$ cat config.mk
export PLATFORM = sky130hd
export DESIGN_NAME = cp0_unit
export DESIGN_NICKNAME = d
export VERILOG_FILES = /design/src/rtl/cp0_unit_pkg.sv /design/src/rtl/cp0_unit_timer.sv /design/src/rtl/cp0_unit.sv
export SDC_FILE = /design/constraint.sdc
export NUM_CORES = 1
export LEC_CHECK = 0
export CAP_MARGIN = 20
export CORE_MARGIN = 2
export CORE_UTILIZATION = 25
export DETAILED_ROUTE_END_ITERATION = 8
export PLACE_DENSITY = 0.48
export SYNTH_ARGS = -nofsm -noshare
export SYNTH_HDL_FRONTEND = slang
export SYNTH_SLANG_ARGS = --single-unit
export TNS_END_PERCENT = 10
$ cat constraint.sdc
create_clock -name clk -period 14.79 [get_ports clk]
set_input_delay 2.958 -clock clk [delete_from_list [all_inputs] [get_ports clk]]
set_output_delay 2.958 -clock clk [all_outputs]
set_load 0.02 [all_outputs]
$ cat src/rtl/cp0_unit_pkg.sv
// CP0 shared definitions: register numbers, ExcCode values, Status/Cause
// field positions and reset constants.
package cp0_unit_pkg;

  localparam logic [4:0] REG_BADVADDR = 5'd8;
  localparam logic [4:0] REG_COUNT    = 5'd9;
  localparam logic [4:0] REG_COMPARE  = 5'd11;
  localparam logic [4:0] REG_STATUS   = 5'd12;
  localparam logic [4:0] REG_CAUSE    = 5'd13;
  localparam logic [4:0] REG_EPC      = 5'd14;
  localparam logic [4:0] REG_PRID     = 5'd15;
  localparam logic [4:0] REG_CONFIG   = 5'd16;

  typedef enum logic [4:0] {
    EXC_INT  = 5'd0,
    EXC_ADEL = 5'd4,
    EXC_ADES = 5'd5,
    EXC_SYS  = 5'd8,
    EXC_RI   = 5'd10,
    EXC_OV   = 5'd12,
    EXC_TR   = 5'd13
  } exc_code_e;

  localparam int ST_IE  = 0;
  localparam int ST_EXL = 1;
  localparam int CA_BD  = 31;
  localparam int CA_TI  = 30;
  localparam int CA_IV  = 23;
  localparam int CA_WP  = 22;

  localparam logic [31:0] STATUS_RST = 32'h1000_0000;

  // Only address-error exceptions carry a meaningful faulting address.
  function automatic logic is_addr_exc(input logic [4:0] code);
    return (code == EXC_ADEL) || (code == EXC_ADES);
  endfunction

endpackage

$ cat src/rtl/cp0_unit_timer.sv
// CP0 timer: prescaler, Count, Compare and the sticky compare-match flag (TI).
module cp0_timer #(
  parameter int TIMER_DIV = 2
) (
  input  logic        clk,
  input  logic        rst,
  input  logic        count_we,
  input  logic        compare_we,
  input  logic [31:0] wdata,
  output logic [31:0] count_o,
  output logic [31:0] compare_o,
  output logic        ti_o,
  input  logic        ti_clear
);

  localparam logic [3:0] PRESC_LAST = 4'(TIMER_DIV - 1);

  logic [3:0]  presc_q, presc_d;
  logic [31:0] count_q, count_d;
  logic [31:0] compare_q, compare_d;
  logic        ti_q, ti_d;
  logic        tick;

  always_comb begin
    tick      = (presc_q == PRESC_LAST);
    presc_d   = tick ? 4'd0 : presc_q + 4'd1;
    count_d   = tick ? count_q + 32'd1 : count_q;
    // A Count write restarts the prescale period as well as loading the value.
    if (count_we) begin
      presc_d = 4'd0;
      count_d = wdata;
    end
    compare_d = compare_we ? wdata : compare_q;
    ti_d      = ti_q | ((count_q == compare_q) && (compare_q != 32'd0));
    if (ti_clear) ti_d = 1'b0;
  end

  always_ff @(posedge clk or posedge rst) begin
    if (rst) begin
      presc_q   <= 4'd0;
      count_q   <= 32'd0;
      compare_q <= 32'd0;
      ti_q      <= 1'b0;
    end else begin
      presc_q   <= presc_d;
      count_q   <= count_d;
      compare_q <= compare_d;
      ti_q      <= ti_d;
    end
  end

  assign count_o   = count_q;
  assign compare_o = compare_q;
  assign ti_o      = ti_q;

endmodule

$ cat src/rtl/cp0_unit.sv
// CP0 system-control coprocessor: Status/Cause/EPC/BadVAddr, timer, masked
// interrupt request for the exception stage.
module cp0_unit
  import cp0_unit_pkg::*;
#(
  parameter int          HW_INT_NUM = 6,
  parameter int          TIMER_DIV  = 2,
  parameter logic [31:0] PRID_VAL   = 32'h004c0102,
  parameter logic [31:0] CONFIG_VAL = 32'h00008000
) (
  input  logic                  clk,
  input  logic                  rst,
  input  logic                  we_i,
  input  logic [4:0]            waddr_i,
  input  logic [31:0]           wdata_i,
  input  logic [4:0]            raddr_i,
  output logic [31:0]           rdata_o,
  input  logic [HW_INT_NUM-1:0] hw_int_i,
  input  logic                  exc_valid_i,
  input  logic [4:0]            exc_code_i,
  input  logic [31:0]           exc_pc_i,
  input  logic                  exc_bd_i,
  input  logic [31:0]           exc_badvaddr_i,
  input  logic                  eret_i,
  output logic [31:0]           status_o,
  output logic [31:0]           cause_o,
  output logic [31:0]           epc_o,
  output logic                  int_req_o
);

  logic        wr_count, wr_compare, wr_status, wr_cause, wr_epc;
  logic [31:0] count, compare;
  logic        ti;
  logic [5:0]  hw_pad;

  logic [7:0]  im_q, im_d;
  logic        exl_q, exl_d;
  logic        ie_q, ie_d;
  logic        bd_q, bd_d;
  logic        iv_q, iv_d;
  logic        wp_q, wp_d;
  logic [1:0]  ip_sw_q, ip_sw_d;
  logic [5:0]  ip_hw_q, ip_hw_d;
  logic [4:0]  exccode_q, exccode_d;
  logic [31:0] epc_q, epc_d;
  logic [31:0] badvaddr_q, badvaddr_d;
  logic        int_req_q, int_req_d;

  assign wr_count   = we_i && (waddr_i == REG_COUNT);
  assign wr_compare = we_i && (waddr_i == REG_COMPARE);
  assign wr_status  = we_i && (waddr_i == REG_STATUS);
  assign wr_cause   = we_i && (waddr_i == REG_CAUSE);
  assign wr_epc     = we_i && (waddr_i == REG_EPC);

  // Unused hardware lines are zero-padded so their IP bits read 0.
  assign hw_pad = 6'(hw_int_i);

  cp0_timer #(.TIMER_DIV(TIMER_DIV)) u_timer (
    .clk        (clk),
    .rst        (rst),
    .count_we   (wr_count),
    .compare_we (wr_compare),
    .wdata      (wdata_i),
    .count_o    (count),
    .compare_o  (compare),
    .ti_o       (ti),
    .ti_clear   (wr_compare)
  );

  always_comb begin
    im_d       = im_q;
    exl_d      = exl_q;
    ie_d       = ie_q;
    bd_d       = bd_q;
    iv_d       = iv_q;
    wp_d       = wp_q;
    ip_sw_d    = ip_sw_q;
    exccode_d  = exccode_q;
    epc_d      = epc_q;
    badvaddr_d = badvaddr_q;
    ip_hw_d    = {hw_pad[5] | ti, hw_pad[4:0]};
    int_req_d  = ie_q & ~exl_q & (|(im_q & {ip_hw_q, ip_sw_q}));

    if (wr_status) begin
      im_d  = wdata_i[15:8];
      exl_d = wdata_i[ST_EXL];
      ie_d  = wdata_i[ST_IE];
    end
    if (wr_cause) begin
      ip_sw_d = wdata_i[9:8];
      iv_d    = wdata_i[CA_IV];
      wp_d    = wdata_i[CA_WP];
    end
    if (wr_epc) epc_d = wdata_i;

    // ERET and exception updates are applied last so they override MTC0.
    if (eret_i) exl_d = 1'b0;
    if (exc_valid_i) begin
      exl_d     = 1'b1;
      exccode_d = exc_code_i;
      if (!exl_q) begin
        epc_d = exc_bd_i ? exc_pc_i - 32'd4 : exc_pc_i;
        bd_d  = exc_bd_i;
      end
      if (is_addr_exc(exc_code_i)) badvaddr_d = exc_badvaddr_i;
    end
  end

  always_ff @(posedge clk or posedge rst) begin
    if (rst) begin
      im_q       <= 8'd0;
      exl_q      <= 1'b0;
      ie_q       <= 1'b0;
      bd_q       <= 1'b0;
      iv_q       <= 1'b0;
      wp_q       <= 1'b0;
      ip_sw_q    <= 2'd0;
      ip_hw_q    <= 6'd0;
      exccode_q  <= 5'd0;
      epc_q      <= 32'd0;
      badvaddr_q <= 32'd0;
      int_req_q  <= 1'b0;
    end else begin
      im_q       <= im_d;
      exl_q      <= exl_d;
      ie_q       <= ie_d;
      bd_q       <= bd_d;
      iv_q       <= iv_d;
      wp_q       <= wp_d;
      ip_sw_q    <= ip_sw_d;
      ip_hw_q    <= ip_hw_d;
      exccode_q  <= exccode_d;
      epc_q      <= epc_d;
      badvaddr_q <= badvaddr_d;
      int_req_q  <= int_req_d;
    end
  end

  assign status_o  = STATUS_RST | {16'd0, im_q, 6'd0, exl_q, ie_q};
  assign cause_o   = {bd_q, ti, 6'd0, iv_q, wp_q, 6'd0, ip_hw_q, ip_sw_q,
                      1'b0, exccode_q, 2'b00};
  assign epc_o     = epc_q;
  assign int_req_o = int_req_q;

  always_comb begin
    rdata_o = 32'd0;
    case (raddr_i)
      REG_BADVADDR: rdata_o = badvaddr_q;
      REG_COUNT:    rdata_o = count;
      REG_COMPARE:  rdata_o = compare;
      REG_STATUS:   rdata_o = status_o;
      REG_CAUSE:    rdata_o = cause_o;
      REG_EPC:      rdata_o = epc_q;
      REG_PRID:     rdata_o = PRID_VAL;
      REG_CONFIG:   rdata_o = CONFIG_VAL;
      default:      rdata_o = 32'd0;
    endcase
  end

endmodule

After elaboration in Yosys (flattened, before gate mapping) --
Cells that the tools add are included.
Operators by class: $add $sub $neg 3, equal/unequal tests 17, mux-type cells 13, bitwise operators 6, reduce and logical (&&, ||, !) cells 13
Operators with widths (number):
- case mux 32 bit (8 select lines) | 1
- two-way mux 32 bit | 6
- == test 5 x 4 -> 1 bit (second input constant) | 12
- adder 32 x 1 -> 32 bit (second input constant) | 1
- == test 32 bit | 1
- nonzero test 32 bit | 1
- subtractor 32 x 3 -> 32 bit (second input constant) | 1
- == test 5 x 3 -> 1 bit (second input constant) | 2
- AND 8 bit | 1
- two-way mux 4 bit | 2
- OR reduction 8 bit | 1
- logical AND 1 bit | 6
- == test 5 bit (second input constant) | 1
- adder 4 x 1 -> 4 bit (second input constant) | 1
- == test 4 x 1 -> 1 bit (second input constant) | 1
- two-way mux 1 bit | 4
- AND reduction 2 bit | 2
- nonzero test 3 bit | 1
- AND 1 bit | 2
- bitwise OR 1 bit | 2
- nonzero test 2 bit | 1
- logical OR 1 bit | 1
- NOT 1 bit | 1
Word-level totals: register bits after elaboration 160, input bits 123, output and inout bits 129, word-level logic and storage cells 68

Depth between registers and ports, before layout --
Gate-level depths: netlist (run 1).
depth in word-level cells 5, depth in mapped cells 8, depth with buffers taken out 7

Modules after synthesis --
From an unflattened synthesis (run 1), not the netlist that was laid out.
Second synthesis, totals: cell total of the unflattened synthesis 922, area, all modules 9325.2 µm²
By module, submodules not included:
- cp0_unit | times used 1, cells each 565, area each 5625.4 µm²
- cp0_timer | times used 1, cells each 357, area each 3699.8 µm²

Least setup slack after synthesis (run 1) --
No wires, ideal clock.
kind input to output, start point in raddr_i[2], end point out rdata_o[1], arrival time 4.392 ns, data required time 11.832 ns, setup slack 7.440 ns, stages on the path 6, path through nand2b_1 nor4_1 clkbuf_1 buf_2 a22oi_1 nand3_1
Between the ends: longest elaborated chain between the ends 2
Ends and longest elaborated chain:
- start: declaration | line cp0_unit.sv:16 | input logic [4:0] raddr_i,
- == test 5 bit or == test 5 x 4 -> 1 bit (tied branches) | line cp0_unit.sv:147 | case (raddr_i)
- case mux 32 bit (8 select lines) (*) | line cp0_unit.sv:147
- end: declaration | line cp0_unit.sv:17 | output logic [31:0] rdata_o,
Mark *: on every way between the ends. The rest lies on a longest branch, timed or not.

Worst setup path after layout (run 1) --
start point in raddr_i[0], end point out rdata_o[19]
Same word-level chain as after synthesis.

==> key figures, run 1 <==
Placement
  – Final GP Congestion: 0.844
  – Dpl cells: 1509
  – PortBufs: 214
  – HPWL after detailed placement: 27200 um
  – Pre-CTS setup slack: 6.22 ns

STA
  – Fin. Hold Viols: 0
  – Max_slew headroom: 0.278
  – RSZ-0062 raised after global routing: false
  – Worst setup margin: 6.15 ns
  – Slew Viols, Final: 0
  – Final min period: 8.64 ns
  – Setup Skew: 0.0107 ns
  – TNS Setup: 0 ns
  – Least-Margin Pin Slew: 1.07 ns
  – Final Cycle Share: 0.584
  – Maximum clock rate: 116 MHz
  – Setup violators final: 0

Layout
  – Share of post-route cells with drive strength above 1: 0.156
  – Post-layout nets: between 1000 and 1500
  – Syn-to-layout area delta: 34.7%
  – Post-Layout Cell Count: 1546

Power and ir drop
  – Net Sw Power: 0.548 mW
  – PD cells: 128 nW/um2
  – Switch share: 0.350
  – Part of the power in the clock network: 0.297
  – VDD IR max: 0.0583 mV
  – Sequential share of power: 0.448
  – Comb pwr share: 0.255
  – Leakage power: ~4.7 nW
  – P_int: 1.02 mW

Yosys
  – Synth top area share: 0.442
  – Synthesis warning total: 0
  – Mapped Cells: between 800 and 900
  – EDFF count, synth: 0
  – Synth Register Bits: between 150 and 200
  – Yosys top cell by area: dfrtp_1
  – Post-synthesis sequential area ratio: 0.442
  – Mean Syn Cell Area: approximately 10 um2
  – Synth top area cells: dfrtp_1 (44%), mux2_2 (13%), xor2_1 (4.5%)
  – Synth async-reset ratio: 1.00
  – Distinct cells, synth: 54
  – Mapped cell area: 9060 um2
  – Ys flop type: dfrtp_1

GRT
  – Largest net degree at the start of global routing: about 110
  – Vias in the first global route: 7675
  – Overflow after GRT: 0
  – Total Routing Usage GR: 0.189
  – First-pass GRT wire length: roughly 53000 um
  – Initial antenna violation count: 3

Floorplanning
  – Core Rows: 69
  – Die Y: about 190 um
  – Starting Density: 0.254
  – I/O pin cnt: around 250
  – Total Die Area: roughly 38000 um2
  – Die Wd: 194 um
  – Core ar.: approximately 36000 um2

Setup path
  – R2R depth: 7
  – CP Launch Type: input port
  – Worst Path Required: around 12 ns
  – Critical Path End Type: output pin
  – WS Path Type: input port to output pin
  – Worst Path Max Fanout: 32
  – Launch point of the worst reg-to-reg path: u_timer.count_o[0]$_DFFE_PP0P_
  – Arrival time at the worst endpoint: 5.68 ns
  – Worst R2R End: u_timer.count_o[10]$_DFFE_PP0P_
  – Flop-to-flop setup slack: 12.43 ns

Detailed routing
  – Antenna viol nets, final: 0
  – Drt first pass iters: 9
  – Final WL: 36200 um
  – DRT iter0 DRCs: approximately 780
  – DRC Markers: 8
  – Wirelength per Cell: 23.4 um
  – Drt via density: 4.97
  – DR vias: 7680

Worst hold path
  – Hold WC Path Type: flip-flop to flip-flop
  – Hold worst-path end: badvaddr_q[13]$_DFFE_PP0P_
  – Hold wc startpoint: badvaddr_q[13]$_DFFE_PP0P_
  – Worst hold path cell count: 1

CTS
  – PostCTS Resize Cnt: 0
  – Cts hold-fix bufs: 0
  – H-Tree Depth: 4
  – Clock net sink count: 160
  – CTS Root Cell: clkbuf_16
  – Post-CTS Setup Repair Bufs: 0
  – Worst skew pair latency: 0.44 ns
  – CTS Buf Count: 17
  – CTS tree: done
  – Clock Path Buffers: 2
  – Reg clk slew, reported paths: 0.07 ns

Run
  – Max-cap viol count: 0

Outcome
  – Failing checks: design-rule violations
  – Status: finished, violations left
==> registers in the layout, summed over array words and instances (netlist names), 2 cells and up <==
signal,flops
badvaddr_q,32
ip_sw_q,2
u_timer.compare_o,32
im_q,8
epc_o,32
ip_hw_q,6
exccode_q,5
u_timer.presc_q,4
u_timer.count_o,32
==> power groups by stage <==
stage	registers, mW	logic, mW	clock network (mW)
detailed placement	0.703	0.398	0
global route	0.714	0.433	0.495
global placement	0.709	0.394	0
CTS	0.698	0.401	0.474
finish	0.701	0.399	0.466
floorplan	0.652	0.234	0
==> metal layers <==
metal / up-vias / track usage / wire length, um
met5: - / 0 / 0
met4: 0 / 0.0595 / 834
met3: 44 / 0.0439 / 2620
met2: 313 / 0.292 / 16400
met1: 3822 / 0.263 / 16300
li1: 3501 / - / -
==> cell type report <==
class | count | area (um2)
Clock inverter | 12 | 160
Timing Repair Buffer | 228 | 2270
Multi-Input combinational cell | 655 | 4700
Sequential cell | 160 | 4000
Antenna cell | 3 | 7.51
Tap cell | 461 | 577
Fill cell | 3651 | 23500
Inverter | 7 | 31.3
Clock buffer | 20 | 447
==> worst max-delay path: stages <==
cell,delay (ns)
clkdlybuf4s50_1,0.65
nand2_1,0.17
nor2_4,0.82
a222oi_1,0.20
nand3_1,0.24
clkdlybuf4s50_1,0.63
==> kinds of logic after synthesis <==
| group | after synthesis | share of synthesized area |
|---|---|---|
| multiplexers | 114 | 0.140 |
| AND/OR/NAND/NOR | 258 | 0.150 |
| buffers and inverters | 98 | 0.0599 |
| XOR/XNOR | 93 | 0.0899 |
| flip-flops | 160 | 0.442 |
| other | 2 | 0.000829 |
| adder cells (fa/ha/maj) | 4 | 0.00552 |
| AO/OA/AOI/OAI | 149 | 0.112 |
==> placed cells by master, fill, tap and decap left out, types with 7 or more instances in the layout <==
master,instances
nor4_1,13
dfrtp_1,160
mux2_2,103
mux2i_1,11
nand2_1,84
clkbuf_16,17
clkdlybuf4s50_1,214
a22o_1,11
nand3_1,32
a221o_1,10
and3_1,7
a21oi_1,18
nand4_1,28
xor2_1,47
buf_4,12
nor2_1,31
a22oi_1,36
conb_1,37
nor3_1,11
xnor2_1,46
o21ai_0,51
a222oi_1,12
==> synthesized netlist by cell type, drive strengths merged (6+ instances only) <==
| library cell | count |
|---|---|
| nor4 | 17 |
| a22oi | 36 |
| o21ai | 53 |
| a221o | 10 |
| mux2i | 11 |
| xor2 | 47 |
| xnor2 | 46 |
| clkbuf | 36 |
| a21oi | 18 |
| nor2 | 33 |
| buf | 55 |
| or3 | 6 |
| mux2 | 103 |
| dfrtp | 160 |
| and3 | 7 |
| nand2 | 84 |
| nor3 | 14 |
| nand4 | 28 |
| inv | 7 |
| a222oi | 12 |
| nand3 | 32 |
| a22o | 11 |
==> worst max path at each step <==
| stage | start | endpoint | slack, ns | depth (start not counted) |
|---|---|---|---|---|
| global placement | raddr_i[4] | rdata_o[18] | 6.24 | 7 |
| detailed placement | raddr_i[4] | rdata_o[23] | 6.22 | 7 |
| global route | raddr_i[0] | rdata_o[23] | 6.10 | 6 |
| CTS | raddr_i[4] | rdata_o[19] | 6.22 | 7 |
| floorplan | raddr_i[2] | rdata_o[1] | 7.44 | 6 |
| finish | raddr_i[0] | rdata_o[19] | 6.15 | 6 |
==> through the flow <==
| step | utilization | hold slack (ns) | total power, mW | area (um2) |
|---|---|---|---|---|
| 3_5_place_dp | 0.324 | 0.499 | 1.10 | 11500 |
| 6_report | 0.342 | 0.515 | 1.57 | 12200 |
| 5_1_grt | 0.342 | 0.522 | 1.64 | 12200 |
| 2_1_floorplan | - | 0.469 | 0.886 | 9200 |
| 3_3_place_gp | 0.324 | 0.489 | 1.10 | 11500 |
| 4_1_cts | 0.341 | 0.515 | 1.57 | 12200 |
Power figures use the tool's default switching activity.
==> run 2, diff against run 1 <==
- clock period: 14.79 -> 8.55 ns (I/O delays scaled with it)
==> run 2 against run 1 <==
  * The flow still finishes with violations (design-rule violations)
  * Sequential power rose by 73%
  * Clock skew fell by 0.0038 ns
  * Highest routed layer unchanged
  * Final cell count fell by 0.13%
  * Die area did not move
  * Clock power rose by 72%
  * Utilization fell by 0.056 points
  * Sequential share of layout area rose by 0.054 points
  * Critical endpoint unchanged
  * Hold slack got worse by 0.0065 ns
  * Global-route usage fell by 0.089 points
  * Power rose by 73%
==> key figures, run 2 (same netlist as run 1, synthesis figures left out) <==
Floorplanning
  – Core ar.: 35700 um2 (unchanged)
  – Die Wd: 194 um (unchanged)
  – Die Y: 194 um (unchanged)
  – I/O pin cnt: 252 (unchanged)
  – Starting Density: 0.254 (unchanged)
  – Total Die Area: 37800 um2 (unchanged)
  – Core Rows: 69 (unchanged)

CTS
  – Clock net sink count: 160 (unchanged)
  – Worst skew pair latency: 0.43 ns (was 0.44 ns)
  – Reg clk slew, reported paths: 0.06 ns (was 0.07 ns)
  – CTS Buf Count: 17 (unchanged)
  – PostCTS Resize Cnt: 0 (unchanged)
  – Cts hold-fix bufs: 0 (unchanged)
  – CTS tree: done (unchanged)
  – Post-CTS Setup Repair Bufs: 0 (unchanged)
  – H-Tree Depth: 4 (unchanged)
  – Clock Path Buffers: 2 (unchanged)
  – CTS Root Cell: clkbuf_16 (unchanged)

GRT
  – Largest net degree at the start of global routing: 67 (was 109)
  – Vias in the first global route: 7684 (was 7675)
  – First-pass GRT wire length: 52600 um (was 52500 um)
  – Initial antenna violation count: 2 (was 3)
  – Overflow after GRT: 0 (unchanged)
  – Total Routing Usage GR: 0.188 (was 0.189)

Setup path
  – WS Path Type: input port to output pin (unchanged)
  – CP Launch Type: input port (unchanged)
  – Critical Path End Type: output pin (unchanged)
  – Flop-to-flop setup slack: 6.19 ns (was 12.43 ns)
  – Arrival time at the worst endpoint: 4.41 ns (was 5.68 ns)
  – Worst Path Required: 6.84 ns (was 11.83 ns)
  – Worst Path Max Fanout: 32 (unchanged)

STA
  – Worst hold margin: 0.508 ns (was 0.515 ns)
  – Final min period: roughly 6 ns
  – RSZ-0062 raised after global routing: false (unchanged)
  – Fin. Hold Viols: 0 (unchanged)
  – Max_slew headroom: 0.326 (was 0.278)
  – TNS Setup: 0 ns (unchanged)
  – Slew Viols, Final: 0 (unchanged)
  – Setup Skew: 0.00684 ns (was 0.0107 ns)
  – Least-Margin Pin Slew: 1.00 ns (was 1.07 ns)
  – Final Cycle Share: 0.715
  – Setup violators final: 0 (unchanged)
  – Maximum clock rate: 164 MHz

Placement
  – Dpl cells: 1510 (was 1509)
  – Final GP Congestion: 0.844 (unchanged)
  – HPWL after detailed placement: 27400 um (was 27200 um)
  – PortBufs: 214 (unchanged)

Layout
  – Commonest non-fill, non-tap cell in the layout: clkdlybuf4s50_1 (unchanged)
  – Post-Layout Cell Count: 1544 (was 1546)
  – Share of post-route cells with drive strength above 1: 0.157 (was 0.156)
  – Most frequent cells in the layout: clkdlybuf4s50_1 (214), dfrtp_1 (160), mux2_2 (103), nand2_1 (84), o21ai_0 (51) (unchanged)
  – Syn-to-layout area delta: 34.4% (was 34.7%)
  – Post-layout nets: 1196 (unchanged)
  – Final cell utilization of the core: 0.342 (about the same)

Power and ir drop
  – Power, Total: 2.70 mW (was 1.57 mW)
  – Leakage power: 4.67 nW (about the same)
  – VDD IR max: 0.109 mV (was 0.0583 mV)
  – PD cells: 222 nW/um2 (was 128 nW/um2)

Outcome
  – Status: finished, violations left (unchanged)
  – Failing checks: design-rule violations (unchanged)

Run
  – Max-cap viol count: 0 (unchanged)

Detailed routing
  – Final WL: 36000 um (was 36200 um)
  – Drt first pass iters: 9 (unchanged)
  – DRC Markers: 8 (unchanged)
  – Wirelength per Cell: 23.3 um (was 23.4 um)
  – DR vias: 7688 (was 7680)
  – Antenna viol nets, final: 0 (unchanged)
  – DRT iter0 DRCs: 638 (was 783)
  – Drt via density: 4.98 (was 4.97)

Worst hold path
  – Hold WC Path Type: flip-flop to flip-flop (unchanged)
## run 2: final cells by class
type,count,area (um2)
Multi-Input combinational cell,655,4700
Inverter,7,31.3
Tap cell,461,577
Clock buffer,23,508
Clock inverter,8,101
Fill cell,3625,23500
Antenna cell,2,5.00
Sequential cell,160,4000
Timing Repair Buffer,228,2250
## run 2: power breakdown
part | switching [mW] | total, mW | internal [mW] | leakage [nW]
sequential | 0.286 | 1.21 | 0.928 | 1.94
combinational | 0.324 | 0.688 | 0.363 | 2.44
clock | 0.327 | 0.802 | 0.476 | 0.294
## run 2: worst paths after layout
kind,startpoint,end,cells after the start
worst max-delay path,raddr_i[0],rdata_o[19],6
worst min-delay path,badvaddr_q[10]$_DFFE_PP0P_,badvaddr_q[10]$_DFFE_PP0P_,1
worst max register to register,u_timer.count_o[0]$_DFFE_PP0P_,u_timer.count_o[10]$_DFFE_PP0P_,7
worst min register to register,badvaddr_q[10]$_DFFE_PP0P_,badvaddr_q[10]$_DFFE_PP0P_,1
max in group asynchronous,rst,ip_hw_q[1]$_DFF_PP0_,3
min in group asynchronous,rst,badvaddr_q[29]$_DFFE_PP0P_,2
## run 2: per-stage QoR
stage	instance area, um2	setup WS, ns
finish	12200	2.43
global route	12200	2.36
CTS	12200	2.46
detailed placement	11600	2.47
global placement	11600	2.50
floorplan	9200	2.52
## run 2: critical path, cell delays in order
cell	delay, ns
clkdlybuf4s50_1	0.65
nand2_1	0.17
nor2_4	0.80
a222oi_1	0.19
nand3_1	0.23
clkdlybuf4s50_1	0.63
## run 2: per-layer routing
layer / share of wire / track usage / vias to the layer above
li1: - / - / 3500
met1: 0.46 / 0.260 / 3864
met2: 0.46 / 0.297 / 291
met3: 0.065 / 0.0415 / 33
met4: 0.018 / 0.0544 / 0
met5: 0 / 0 / -
